## config.mk

```make
export PLATFORM = sky130hd
export DESIGN_NAME = product_accumulator
export DESIGN_NICKNAME = d
export VERILOG_FILES = /design/src/rtl/conv_pkg.sv /design/src/rtl/sum4.sv /design/src/rtl/product_accumulator.sv
export SDC_FILE = /design/constraint.sdc
export NUM_CORES = 1
export LEC_CHECK = 0
export CORE_MARGIN = 2
export CORE_UTILIZATION = 43
export CTS_CLUSTER_SIZE = 10
export DETAILED_ROUTE_END_ITERATION = 7
export GPL_TIMING_DRIVEN = 0
export HOLD_SLACK_MARGIN = 0.08
export PLACE_DENSITY = 0.66
export REMOVE_ABC_BUFFERS = 1
export SLEW_MARGIN = 20
export SYNTH_ARGS = -nofsm -noshare
export SYNTH_HDL_FRONTEND = slang
export SYNTH_SLANG_ARGS = --single-unit
```

## constraint.sdc

```tcl
create_clock -name clk -period 4.1 [get_ports clk]
set_clock_uncertainty 0.15 [all_clocks]
set_input_delay 0.82 -clock clk [delete_from_list [all_inputs] [get_ports clk]]
set_output_delay 0.82 -clock clk [all_outputs]
set_load 0.02 [all_outputs]
```

## src/rtl/conv_pkg.sv

```systemverilog
// conv_pkg
// Shared configuration for the product accumulator slice.
// Holds the default lane count, operand width and accumulator width,
// and the helper that gives the width of an adder tree output.
// Contents:
//   ARRAY_SIZE  default number of product lanes per beat
//   NUM_WIDTH   default operand width (each product is 2*NUM_WIDTH bits)
//   ACC_WIDTH   default accumulator / result width
//   sum_width() width of the sum of 'lanes' values of 'lane_width' bits
package conv_pkg;

    localparam int ARRAY_SIZE = 16;
    localparam int NUM_WIDTH  = 8;
    localparam int ACC_WIDTH  = 32;

    // Each adder level adds one bit, so summing N values needs clog2(N)
    // extra bits on top of the lane width to never truncate.
    function automatic int sum_width(input int lane_width, input int lanes);
        return lane_width + $clog2(lanes);
    endfunction

endpackage

```

## src/rtl/sum4.sv

```systemverilog
// sum4
// Registered 4-input unsigned adder with a hold enable.
// The output is two bits wider than the inputs, so the sum never truncates.
// Ports:
//   clk      rising-edge clock
//   reset    asynchronous active-low reset, clears the sum
//   en       load enable; when low the registered sum holds
//   in_data  four packed operands, operand k at [(k+1)*in_width-1 : k*in_width]
//   sum      registered sum of the four operands
module sum4 #(
    parameter int in_width = 16
) (
    input  logic                  clk,
    input  logic                  reset,
    input  logic                  en,
    input  logic [4*in_width-1:0] in_data,
    output logic [in_width+1:0]   sum
);

    logic [in_width+1:0] sum_comb;

    // Zero-extend every operand to the output width before adding.
    always_comb begin
        sum_comb = '0;
        for (int k = 0; k < 4; k++) begin
            sum_comb = sum_comb + {2'b00, in_data[k*in_width +: in_width]};
        end
    end

    always_ff @(posedge clk or negedge reset) begin
        if (!reset) begin
            sum <= '0;
        end else if (en) begin
            sum <= sum_comb;
        end
    end

endmodule

```

## src/rtl/product_accumulator.sv

```systemverilog
// product_accumulator
// Sums array_size unsigned product lanes per beat through a pipelined adder
// tree and accumulates the beat sums over a group terminated by in_last.
// One result per group is presented with a valid/ready handshake.
// Pipeline: S1 input register, S2 partial sums of 4 lanes, S3 full tree sum,
// S4 accumulator and result register. Any downstream stall freezes all stages.
// Optional feature macro: ACC_SATURATE_EN
//   defined   -> accumulator clamps at all-ones on overflow, out_overflow reports it
//   undefined -> accumulator wraps, out_overflow is always 0
// Ports:
//   clk           rising-edge clock
//   reset         asynchronous active-low reset
//   in_data       packed products, lane i at [(i+1)*2*num_width-1 : i*2*num_width]
//   in_valid      in_data/in_last valid this cycle
//   in_last       final beat of the current group
//   in_ready      a beat can be accepted this cycle
//   out_data      accumulated group sum
//   out_count     beats in the reported group, saturating at 255
//   out_overflow  group sum exceeded the accumulator range
//   out_valid     result outputs valid
//   out_ready     downstream accepts the result
module product_accumulator
    import conv_pkg::*;
#(
    parameter int array_size = ARRAY_SIZE,
    parameter int num_width  = NUM_WIDTH,
    parameter int acc_width  = ACC_WIDTH
) (
    input  logic                              clk,
    input  logic                              reset,
    input  logic [2*num_width*array_size-1:0] in_data,
    input  logic                              in_valid,
    input  logic                              in_last,
    output logic                              in_ready,
    output logic [acc_width-1:0]              out_data,
    output logic [7:0]                        out_count,
    output logic                              out_overflow,
    output logic                              out_valid,
    input  logic                              out_ready
);

    localparam int lane_w    = 2 * num_width;
    localparam int part_w    = lane_w + 2;
    localparam int tree_w    = sum_width(lane_w, array_size);
    localparam int num_parts = array_size / 4;

    logic stall;
    assign stall    = out_valid && !out_ready;
    assign in_ready = !stall;

    // S1: register the raw lanes together with their control bits.
    logic [lane_w*array_size-1:0] s1_data;
    logic                         s1_valid;
    logic                         s1_last;

    always_ff @(posedge clk or negedge reset) begin
        if (!reset) begin
            s1_data  <= '0;
            s1_valid <= 1'b0;
            s1_last  <= 1'b0;
        end else if (!stall) begin
            s1_data  <= in_data;
            s1_valid <= in_valid;
            s1_last  <= in_last;
        end
    end

    // S2: one sum4 per group of four lanes.
    logic [part_w-1:0] s2_part [num_parts];
    logic              s2_valid;
    logic              s2_last;

    for (genvar p = 0; p < num_parts; p++) begin : g_part
        sum4 #(.in_width(lane_w)) u_part (
            .clk     (clk),
            .reset   (reset),
            .en      (!stall),
            .in_data (s1_data[p*4*lane_w +: 4*lane_w]),
            .sum     (s2_part[p])
        );
    end

    always_ff @(posedge clk or negedge reset) begin
        if (!reset) begin
            s2_valid <= 1'b0;
            s2_last  <= 1'b0;
        end else if (!stall) begin
            s2_valid <= s1_valid;
            s2_last  <= s1_last;
        end
    end

    // S3: combine the partial sums. Sixteen lanes give exactly four partials,
    // which is again a sum4; smaller arrays use a plain registered add.
    logic [tree_w-1:0] s3_sum;
    logic              s3_valid;
    logic              s3_last;

    if (array_size == 16) begin : g_tree16
        sum4 #(.in_width(part_w)) u_tree (
            .clk     (clk),
            .reset   (reset),
            .en      (!stall),
            .in_data ({s2_part[3], s2_part[2], s2_part[1], s2_part[0]}),
            .sum     (s3_sum)
        );
    end else begin : g_tree_small
        logic [tree_w-1:0] tree_comb;

        always_comb begin
            tree_comb = '0;
            for (int p = 0; p < num_parts; p++) begin
                tree_comb = tree_comb + tree_w'(s2_part[p]);
            end
        end

        always_ff @(posedge clk or negedge reset) begin
            if (!reset) begin
                s3_sum <= '0;
            end else if (!stall) begin
                s3_sum <= tree_comb;
            end
        end
    end

    always_ff @(posedge clk or negedge reset) begin
        if (!reset) begin
            s3_valid <= 1'b0;
            s3_last  <= 1'b0;
        end else if (!stall) begin
            s3_valid <= s2_valid;
            s3_last  <= s2_last;
        end
    end

    // S4 next-state: the extra carry bit of acc_sum detects overflow.
    logic [acc_width-1:0] acc;
    logic [7:0]           cnt;
    logic                 first;
    logic [acc_width:0]   acc_sum;
    logic [acc_width-1:0] acc_base;
    logic [acc_width-1:0] acc_next;
    logic [7:0]           cnt_next;
    logic                 ovf_next;

`ifdef ACC_SATURATE_EN
    logic group_ovf;
`endif

    always_comb begin
        acc_base = first ? '0 : acc;
        acc_sum  = {1'b0, acc_base} + (acc_width+1)'(s3_sum);
        cnt_next = first ? 8'd1 : ((cnt == 8'd255) ? cnt : cnt + 8'd1);
`ifdef ACC_SATURATE_EN
        ovf_next = (first ? 1'b0 : group_ovf) | acc_sum[acc_width];
        acc_next = acc_sum[acc_width] ? '1 : acc_sum[acc_width-1:0];
`else
        ovf_next = 1'b0;
        acc_next = acc_sum[acc_width-1:0];
`endif
    end

`ifdef ACC_SATURATE_EN
    // Sticky overflow flag for the group in progress.
    always_ff @(posedge clk or negedge reset) begin
        if (!reset) begin
            group_ovf <= 1'b0;
        end else if (!stall && s3_valid) begin
            group_ovf <= s3_last ? 1'b0 : ovf_next;
        end
    end
`endif

    // S4: accumulate, or publish the result on the last beat. When not
    // stalled, out_valid is either already low or being handed off this
    // edge, so it drops unless a new result replaces it.
    always_ff @(posedge clk or negedge reset) begin
        if (!reset) begin
            acc          <= '0;
            cnt          <= '0;
            first        <= 1'b1;
            out_data     <= '0;
            out_count    <= '0;
            out_overflow <= 1'b0;
            out_valid    <= 1'b0;
        end else if (!stall) begin
            if (s3_valid && s3_last) begin
                out_data     <= acc_next;
                out_count    <= cnt_next;
                out_overflow <= ovf_next;
                out_valid    <= 1'b1;
                acc          <= '0;
                cnt          <= '0;
                first        <= 1'b1;
            end else begin
                out_valid <= 1'b0;
                if (s3_valid) begin
                    acc   <= acc_next;
                    cnt   <= cnt_next;
                    first <= 1'b0;
                end
            end
        end
    end

endmodule

```

==> flow_summary.json <==
{
  "syn_area_um2": 26900,
  "fmax_mhz": 225,
  "synthArstFlopShare": 1.00,
  "synth_top_family_by_area": "simple AND/OR/NAND/NOR gates",
  "cp-end-kind": "flip-flop",
  "hp-class": "flip-flop to flip-flop",
  "syn_to_final_growth_pct": 29.1,
  "synth.avg_cell_area_um2": 8.71,
  "drtPass1Iterations": 7,
  "cts_tree": "yes",
  "final.setup.worst_slack_ns": -0.344,
  "coreArea_um2": 61700,
  "cts_sinks": 436,
  "insertion_delay_ns": 0.59,
  "rsz0062_at_grt": "true",
  "holdWs_ns": 0.315,
  "drc_errors": 0,
  "critPathMaxStageDelay_ns": 0.49,
  "num_rows": 91,
  "drt-total-wl_um": 65600,
  "status": "complete, but fails checks",
  "clk_pin_slew_worst_paths_ns": 0.05,
  "hold_viol": 0,
  "syn-instance-count": 3085,
  "synth_xor_area_frac": 0.0498,
  "synth_commonest_cells": "nand2_1 (700), dfrtp_1 (435), inv_1 (369)",
  "io_pins": 304,
  "criticalPathCategory": "flip-flop to flip-flop",
  "synth_edf_count": 0,
  "grt_overflow": 0,
  "yosysSeqAreaShare": 0.406,
  "synth-simple-area-share": 0.162,
  "fp.dieW_um": 254,
  "hpwl_um": 45800,
  "antenna_found_initial": 0,
  "synth_top_cell_by_area": "dfrtp_1",
  "crit_chain": "ha_4 -> inv_2 -> fa_2 -> nor2b_1 -> o21ai_1 -> a21o_1 -> a21oi_2 -> o311a_1 -> nor2_2 -> xnor2_2 -> fa_1 -> inv_2 -> ha_4 -> and2_4 -> a22o_1 -> or3_1 -> o221ai_2 -> a21boi_2 -> o21a_1 -> o41a_1",
  "vias": 21500,
  "yosysMostFrequentCell": "nand2_1",
  "layout_min_cycle_time_ns": 4.44,
  "cpMaxStageDelayCell": "fa_1",
  "drtAntennaViolNets": 0,
  "grt_usage": 0.205,
  "cts_root_buf": "clkbuf_16",
  "synth_compound_area_frac": 0.155,
  "worst-endpoint-arrival_ns": 4.76,
  "final_nets": 3970,
  "synth_area_leaders": "dfrtp_1 (40%), nand2_1 (9.8%), ha_1 (8.6%), fa_1 (6.9%), inv_1 (5.2%)",
  "synth_top_area_frac": 0.405,
  "cp.required_ns": 4.41,
  "wl_per_cell_um": 15.3,
  "worstSetupStartpointType": "flip-flop",
  "grt_max_degree": 133,
  "start_util": 0.436,
  "diodes": 0,
  "die_y_um": 254,
  "gp_congestion": 0.842,
  "fill_cells": 5548,
  "slew_viol_final": 0,
  "synthMuxAreaShare": 0.00456,
  "grt_pass1_vias": 21500,
  "post-route-period-util": 1.08,
  "dr.first_iter.drc_count": 983,
  "synth_cell_types": 74,
  "violations": "setup timing",
  "portBuffers": 302,
  "cp_max_fo": 3,
  "clock_path_buffers": 3,
  "cts-htree-levels": 2,
  "grt_pass1_wl_um": 107000,
  "tightest_slew_ns": 0.879,
  "maxCapViolations": 0,
  "relSlewSlack": 0.412,
  "synth-adder-area-share": 0.155,
  "cts_made_buffers": 51,
  "yosysWarnings": 0,
  "vias_per_cell": 5.00,
  "final_layout_size_suffix_gt1_frac": 0.125,
  "finalSetupViolations": 25,
  "ys_ff_latch": 436,
  "dieArea_um2": 64500,
  "synth-main-ff-cell": "dfrtp_1"
}
cells by family (layout without fill, tap and decap cells):
logic type / count (synthesis) / after routing
AO/OA/AOI/OAI: 687 / 687
XOR/XNOR: 153 / 153
adder cells (fa/ha/maj): 278 / 278
buffers and inverters: 480 / 849
flip-flops: 436 / 436
multiplexers: 11 / 11
other: 1 / 1
AND/OR/NAND/NOR: 1039 / 1039
metrics by stage:
step                      setup slack, ns   util  cell area, µm²  setup TNS, ns  cells
after global placement             -35.57  0.495           30500              -   4115
after detailed placement           -0.773  0.502           31000         -36.16   4131
final                              -0.344  0.563           34700          -4.42   4291
after CTS                          -0.402  0.544           33600          -4.79   4254
after floorplan                    -16.26      -           26500       -6081.12   2976
after global routing               -0.564  0.563           34700          -9.40   4291
cells in the final DEF, fill, tap and decap left out, drive strengths merged, types with 6 or more instances in the layout:
cell,netlist,layout
a211oi,14,14
a21boi,6,6
a21o,49,49
a21oi,162,162
a22o,13,13
a31oi,28,28
and2,7,7
and3,15,15
buf,9,100
clkbuf,100,74
clkdlybuf4s50,0,300
dfrtp,435,435
fa,93,93
ha,185,185
inv,370,370
mux2,10,10
nand2,700,700
nand2b,27,27
nand3,34,34
nor2,133,133
nor2b,42,42
nor3,39,39
o211ai,6,6
o21a,28,28
o21ai,278,278
o21bai,18,18
o31ai,31,31
o41ai,9,9
or3,13,13
xnor2,63,63
xor2,90,90
flip-flops by register name (all words and copies together), names as in the netlist, 8 cells and up:
register	cells
g_tree16.u_tree.sum	20
g_part.u_part.sum	72
out_count	8
cnt	8
s1_data	256
acc	32
out_data	32
layer usage:
metal  GRT usage  wire length, µm  vias to the layer above
li1            -                -                    10800
met3      0.0241             1830                       94
met1       0.261            28500                    10300
met5           0                0                        -
met2       0.362            33400                      299
met4      0.0654             1780                        0
cell type report:
type / count / area [µm²] / share of cell area
multi-input cells: 2169 / 15800 / 0.454
flip-flops and latches: 436 / 10900 / 0.314
repair buffers: 402 / 4130 / 0.119
clock buffers: 74 / 1440 / 0.0413
inverters: 371 / 1410 / 0.0406
well taps: 837 / 1050 / 0.0302
clock inverters: 2 / 10.0 / 0.000288
critical path, delay by kind of cell (launching register included):
kind,cells,cell delay [ns]
XOR/XNOR,1,0.14
AO/OA/AOI/OAI,9,1.66
AND/OR/NAND/NOR,4,0.66
adder cells (fa/ha/maj),4,1.23
buffers and inverters,2,0.09
flip-flops,1,0.39
path summary, 6_finish.rpt:
path	depth (start not counted)	slack (ns)	start	to
max in group asynchronous	5	1.59	reset	s1_data[116]
worst max-delay path	20	-0.34	s1_data[16]	g_part[0].u_part.sum[17]
worst min-delay path	2	0.31	s1_valid	s1_valid
worst max register to register	20	-0.34	s1_data[16]	g_part[0].u_part.sum[17]
min in group asynchronous	2	0.65	reset	out_data[21]
worst min register to register	2	0.31	s1_valid	s1_valid
timing repair:
item,CTS,global route
hold buffers,1,0
buffers inserted,45,41
hold endpoints to repair,45,0
pin swaps,120,169
endpoints found under the setup margin,72,54
gates cloned,1,0
resized for setup,182,173
Power is not shown: default switching activity piles up to over one toggle a cycle in this logic, so the estimate is an artifact.
